==> src/rtl/sram_arb_pkg.sv <==
`default_nettype none
// ============================================================================
// Module      : sram_arb_pkg
// Description : Shared definitions for the two-port SRAM arbiter: FSM state
//               encoding, requester port ids and the abort read-data pattern.
// Revision    : 1.0 - initial release
// ============================================================================
package sram_arb_pkg;

  typedef enum logic [1:0] {
    ST_IDLE = 2'd0,
    ST_BUSY = 2'd1,
    ST_DONE = 2'd2
  } state_e;

  localparam logic PORT_CPU = 1'b0;
  localparam logic PORT_AUX = 1'b1;

  // Wide enough for any data width; users size-cast it down to DW.
  localparam logic [63:0] RDATA_ABORT = '1;

endpackage
`default_nettype wire

==> src/rtl/sram_arb_pick.sv <==
`default_nettype none
// ============================================================================
// Module      : sram_arb_pick
// Description : Combinational grant selection between the CPU port (0) and
//               the auxiliary port (1).
//               Build option SRAM_ARB_RR_EN: round-robin on simultaneous
//               requests (the port not granted last wins); when undefined the
//               CPU port always wins and 'last' is ignored.
// Revision    : 1.0 - initial release
// ============================================================================
module sram_arb_pick
  import sram_arb_pkg::*;
(
  input  logic [1:0] req,
  input  logic       last,
  output logic       gnt,
  output logic       gnt_valid
);

`ifndef SRAM_ARB_RR_EN
  // Fixed priority has no use for the history pointer.
  logic unused_last;
  assign unused_last = last;
`endif

  // Pick a winner from the currently asserted requests.
  always_comb begin
    gnt_valid = |req;
    gnt       = PORT_CPU;
`ifdef SRAM_ARB_RR_EN
    if (&req) begin
      gnt = ~last;
    end else if (req[1]) begin
      gnt = PORT_AUX;
    end
`else
    if (!req[0] && req[1]) begin
      gnt = PORT_AUX;
    end
`endif
  end

endmodule
`default_nettype wire

==> src/rtl/sram_arbiter.sv <==
`default_nettype none
// ============================================================================
// Module      : sram_arbiter
// Description : Shares one SRAM controller port between a CPU requester
//               (port 0) and a secondary master (port 1). One transaction in
//               flight; IDLE -> BUSY -> DONE with a bus-hang watchdog that
//               aborts an access after TIMEOUT BUSY cycles (0 disables it).
//               Build option SRAM_ARB_RR_EN selects round-robin arbitration
//               instead of fixed CPU priority.
// Revision    : 1.0 - initial release
// ============================================================================
module sram_arbiter
  import sram_arb_pkg::*;
#(
  parameter int AW      = 18,
  parameter int DW      = 16,
  parameter int TIMEOUT = 64
) (
  input  logic          clk,
  input  logic          reset_n,
  input  logic          rq0_req,
  input  logic          rq0_we,
  input  logic [AW-1:0] rq0_addr,
  input  logic [DW-1:0] rq0_wdata,
  output logic          rq0_ack,
  output logic [DW-1:0] rq0_rdata,
  output logic          rq0_err,
  input  logic          rq1_req,
  input  logic          rq1_we,
  input  logic [AW-1:0] rq1_addr,
  input  logic [DW-1:0] rq1_wdata,
  output logic          rq1_ack,
  output logic [DW-1:0] rq1_rdata,
  output logic          rq1_err,
  output logic [AW-1:0] mem_addr,
  output logic [DW-1:0] mem_wdata,
  output logic          mem_read,
  output logic          mem_write,
  input  logic [DW-1:0] mem_rdata,
  input  logic          mem_ready
);

  // Counter must hold TIMEOUT without wrapping; saturates at all-ones.
  localparam int WDW = $clog2(TIMEOUT + 2);

  state_e          state_q, state_d;
  logic            win_q, win_d;
  logic            we_q, we_d;
  logic            err_q, err_d;
  logic [AW-1:0]   addr_q, addr_d;
  logic [DW-1:0]   wdata_q, wdata_d;
  logic [DW-1:0]   rdata0_q, rdata0_d;
  logic [DW-1:0]   rdata1_q, rdata1_d;
  logic [WDW-1:0]  wd_q, wd_d;
  logic [WDW-1:0]  wd_inc;
  logic            last;
  logic            gnt;
  logic            gnt_valid;

`ifdef SRAM_ARB_RR_EN
  logic last_q, last_d;
  assign last = last_q;
`else
  assign last = 1'b0;
`endif

  sram_arb_pick u_pick (
    .req       ({rq1_req, rq0_req}),
    .last      (last),
    .gnt       (gnt),
    .gnt_valid (gnt_valid)
  );

  assign wd_inc = wd_q + 1'b1;

  // Next-state, transaction capture, watchdog and read-data return.
  always_comb begin
    state_d  = state_q;
    win_d    = win_q;
    we_d     = we_q;
    err_d    = err_q;
    addr_d   = addr_q;
    wdata_d  = wdata_q;
    rdata0_d = rdata0_q;
    rdata1_d = rdata1_q;
    wd_d     = wd_q;
`ifdef SRAM_ARB_RR_EN
    last_d   = last_q;
`endif
    case (state_q)
      ST_IDLE: begin
        if (gnt_valid) begin
          win_d   = gnt;
          we_d    = (gnt == PORT_AUX) ? rq1_we    : rq0_we;
          addr_d  = (gnt == PORT_AUX) ? rq1_addr  : rq0_addr;
          wdata_d = (gnt == PORT_AUX) ? rq1_wdata : rq0_wdata;
          err_d   = 1'b0;
          wd_d    = '0;
          state_d = ST_BUSY;
`ifdef SRAM_ARB_RR_EN
          last_d  = gnt;
`endif
        end
      end
      ST_BUSY: begin
        if (mem_ready) begin
          if (!we_q) begin
            if (win_q == PORT_AUX) rdata1_d = mem_rdata;
            else                   rdata0_d = mem_rdata;
          end
          state_d = ST_DONE;
        end else if ((TIMEOUT != 0) && (wd_inc == WDW'(TIMEOUT))) begin
          // This was the TIMEOUT-th BUSY cycle without completion: abort.
          if (!we_q) begin
            if (win_q == PORT_AUX) rdata1_d = DW'(RDATA_ABORT);
            else                   rdata0_d = DW'(RDATA_ABORT);
          end
          err_d   = 1'b1;
          state_d = ST_DONE;
        end else if (wd_q != '1) begin
          wd_d = wd_inc;
        end
      end
      ST_DONE: begin
        state_d = ST_IDLE;
      end
      default: begin
        state_d = ST_IDLE;
      end
    endcase
  end

  // State and datapath registers; reset drops the strobes immediately.
  always_ff @(posedge clk or negedge reset_n) begin
    if (!reset_n) begin
      state_q  <= ST_IDLE;
      win_q    <= PORT_CPU;
      we_q     <= 1'b0;
      err_q    <= 1'b0;
      addr_q   <= '0;
      wdata_q  <= '0;
      rdata0_q <= '0;
      rdata1_q <= '0;
      wd_q     <= '0;
`ifdef SRAM_ARB_RR_EN
      last_q   <= PORT_CPU;
`endif
    end else begin
      state_q  <= state_d;
      win_q    <= win_d;
      we_q     <= we_d;
      err_q    <= err_d;
      addr_q   <= addr_d;
      wdata_q  <= wdata_d;
      rdata0_q <= rdata0_d;
      rdata1_q <= rdata1_d;
      wd_q     <= wd_d;
`ifdef SRAM_ARB_RR_EN
      last_q   <= last_d;
`endif
    end
  end

  assign mem_addr  = addr_q;
  assign mem_wdata = wdata_q;
  assign mem_read  = (state_q == ST_BUSY) && !we_q;
  assign mem_write = (state_q == ST_BUSY) &&  we_q;

  // DONE doubles as the strobe-free turnaround cycle and the ack cycle.
  assign rq0_ack   = (state_q == ST_DONE) && (win_q == PORT_CPU);
  assign rq1_ack   = (state_q == ST_DONE) && (win_q == PORT_AUX);
  assign rq0_err   = rq0_ack && err_q;
  assign rq1_err   = rq1_ack && err_q;
  assign rq0_rdata = rdata0_q;
  assign rq1_rdata = rdata1_q;

endmodule
`default_nettype wire
==> config.mk <==
export PLATFORM = sky130hd
export DESIGN_NAME = sram_arbiter
export DESIGN_NICKNAME = d
export VERILOG_FILES = /design/src/rtl/sram_arb_pkg.sv /design/src/rtl/sram_arb_pick.sv /design/src/rtl/sram_arbiter.sv
export SDC_FILE = /design/constraint.sdc
export NUM_CORES = 1
export LEC_CHECK = 0
export ABC_CLOCK_PERIOD_IN_PS = 2900
export CAP_MARGIN = 20
export CORE_ASPECT_RATIO = 0.6
export CORE_UTILIZATION = 42
export DETAILED_ROUTE_END_ITERATION = 7
export PLACE_DENSITY = 0.82
export SLEW_MARGIN = 30
export SYNTH_ARGS = -nofsm -noshare
export SYNTH_HDL_FRONTEND = slang
export SYNTH_SLANG_ARGS = --single-unit
==> constraint.sdc <==
create_clock -name clk -period 2.9 [get_ports clk]
set_clock_uncertainty 0.1 [all_clocks]
set_input_delay 0.87 -clock clk [delete_from_list [all_inputs] [get_ports clk]]
set_output_delay 0.87 -clock clk [all_outputs]
set_load 0.05 [all_outputs]
==> metrics.yaml <==
run_status:
  status: "finished, final reports clean"
grt:
  first_global_vias: 3405
  grt_pass1_wl_mm: 16.8
  grt_max_degree: 45
  antenna_found_initial: 0
  grt_use_total: 0.248
  overflow: 0
power_and_ir_drop:
  seqPwrFrac: 0.274
  clkPwrFrac: 0.188
  switching_share: 0.467
  leakagePower_nw: 2.42
  p_total_mw: 6.84
  p_int_mw: 3.65
  switching_power_mw: 3.19
  ir_drop_uv: 750
  powerDensity_nw_per_um2: 1190
  combPwrFrac: 0.538
die:
  ios: 163
  dieArea_um2: 9010
  core.rowCount: 25
  core_area_um2: 8100
  dieHeight_um: 73.9
  initial_core_util: 0.447
  die_x_um: 122
clock_network:
  clockRootBuffer: "clkbuf_16"
  cts_made_buffers: 9
  post_cts_buffers: 0
  worst_skew_pair.late_latency_ns: 0.34
  cts_max_level: 3
  cts_sinks: 78
  path_clk_slew_ns: 0.06
  cts-hold-fix-buffers: 0
  cts_resized: 0
  clk_path_buf_depth: 2
  cts_tree: "built"
synthesis:
  synth-async-reset-ratio: 1.00
  synth_area_leaders: "dfrtp_1 54%, mux2i_1 9.9%, nor2_1 7.1%"
  yosysWarnings: 0
  synth_compound_gate_area_share: 0.157
  synth_top_family_by_area: "simple AND/OR/NAND/NOR gates"
  synth_top_area_share: 0.539
  syn-cell-area_um2: 3620
  ys_seq_elements: 78
  yosysTopAreaCell: "dfrtp_1"
  syn_inst: 369
  syn_area_per_cell_um2: 9.82
  synth_xor_area_frac: 0
  synthFlopType: "dfrtp_1"
  yosysSeqAreaShare: 0.539
  synth_edf_count: 0
  synth_simple_gate_area_frac: 0.165
  synth_cell_types: 37
  ys_top_cells_by_count: "78 x dfrtp_1, 69 x nor2_1, 43 x nand2_1"
  synth_adder_area_share: 0.00345
  synth_most_common_cell: "dfrtp_1"
  synthesis.nets: 461
  muxShareOfSynthArea: 0.0994
critical_path:
  crit_path_end_kind: "primary output"
  critical_path_class: "reg2out"
  critPathLaunchType: "flop"
  crit_arrival_ns: 1.59
  critPathMaxFanout: 5
  worstPathRequired_ns: 1.93
sta:
  finalSetupTns_ns: 0
  tightestPinTransition_ns: 0.640
  slew_violations: 0
  hold_viol: 0
  max_freq_mhz: 391
  finalCriticalPeriod_ns: 2.56
  period_share: 0.883
  setup_viol: 0
  slew_headroom: 0.573
  rsz0062_at_grt: "no"
routing:
  via_count: 3341
  wire_per_inst_um: 16.2
  drc: 0
  drtAntennaViolNets: 0
  viasPerCell: 5.16
  drt_pass1_iterations: 4
  routed_wirelength_mm: 10.5
  first_iter_violations: 164
finish:
  final.fill_count: 575
  nets: 626
  antenna_cells: 0
  drive_above_1_share: 0.104
  syn_to_final_growth_pct: 58.7
place:
  place_hpwl_mm: 7.63
  gp_congestion: 0.873
  port_buffers: 162
job:
  cap_violations: 0
worst_hold_path:
  hold_class: "in2async"
==> worst paths after layout <==
check	start	endpoint	slack [ns]	cells past startpoint
max	state_q[1]	rq0_err	0.34	4
min in group clk	mem_addr[15]	mem_addr[15]	0.38	2
min	reset_n	rq0_rdata[8]	0.36	1
max reg2reg	wd_q[0]	rq0_rdata[14]	0.43	5
max in group asynchronous	reset_n	rq0_rdata[10]	1.75	2
min reg2reg	mem_addr[15]	mem_addr[15]	0.38	2
==> flip-flops by register name, summed over array words and instances, names as in the netlist <==
signal,count
wd_q,7
mem_wdata,16
err_q,1
we_q,1
rq0_rdata,16
mem_addr,18
win_q,1
rq1_rdata,16
state_q,2
==> stage by stage <==
step	hold WS, ns	instance area, um^2	util	instances	setup slack (ns)
after floorplan	0.372	3620	-	369	0.0303
after global placement	0.360	5410	0.668	631	0.277
after detailed placement	0.369	5410	0.668	631	0.152
after CTS	0.358	5750	0.710	647	0.336
after global routing	0.375	5750	0.710	647	0.200
final	0.356	5750	0.710	647	0.340
==> layer usage <==
metal	vias up	GRT usage	routed length [um]
met4	0	0.0837	116
met3	16	0.0882	839
met5	-	0	0
li1	1584	-	-
met1	1615	0.302	4310
met2	126	0.416	5240
==> cell type report <==
type / instances / area, um^2 / share of cell area
sequential: 78 / 1950 / 0.339
tap: 108 / 135 / 0.0235
clock buffer: 10 / 229 / 0.0398
multi-input combinational: 264 / 1560 / 0.271
clock inverter: 6 / 110 / 0.0192
timing repair buffer: 176 / 1750 / 0.304
inverter: 5 / 18.8 / 0.00326
==> worst max-delay path, cell delays in order, from the launching register on <==
cell and delay (ns):
dfrtp_1 0.49, nor2b_1 0.25, nor2b_1 0.19, and2_1 0.19, buf_12 0.14
==> power by group through the flow <==
| stage | Clock (mW) | Sequential, mW | Combinational, mW |
|---|---|---|---|
| 2_1_floorplan | 0 | 3.32 | 0.888 |
| 3_3_place_gp | 0 | 1.86 | 3.61 |
| 3_5_place_dp | 0 | 1.88 | 3.67 |
| 4_1_cts | 1.30 | 1.87 | 3.70 |
| 5_1_grt | 1.36 | 1.94 | 3.88 |
| 6_report | 1.29 | 1.87 | 3.68 |
==> cell usage in the layout, fill, tap and decap left out, types with 2 or more instances in the layout <==
cell	n
a21oi_1	28
o21ai_1	5
nand3_1	2
o31ai_1	2
nand2_1	43
buf_12	3
nor2b_1	3
clkdlybuf4s50_1	155
clkbuf_16	9
a21oi_2	11
inv_1	5
buf_4	18
dfrtp_1	78
nor2_1	69
mux2i_1	36
bufinv_16	3
o21ai_0	36
and3_1	2
clkinvlp_4	2
o21a_1	2
and2_1	5
==> cell families (layout without fill, tap and decap cells) <==
family / after synthesis / after routing
AO/OA/AOI/OAI: 94 / 94
flip-flops: 78 / 78
multiplexers: 36 / 36
AND/OR/NAND/NOR: 133 / 133
buffers and inverters: 27 / 197
adder cells (fa/ha/maj): 1 / 1
No activity file was read; power rests on OpenSTA's default activity.
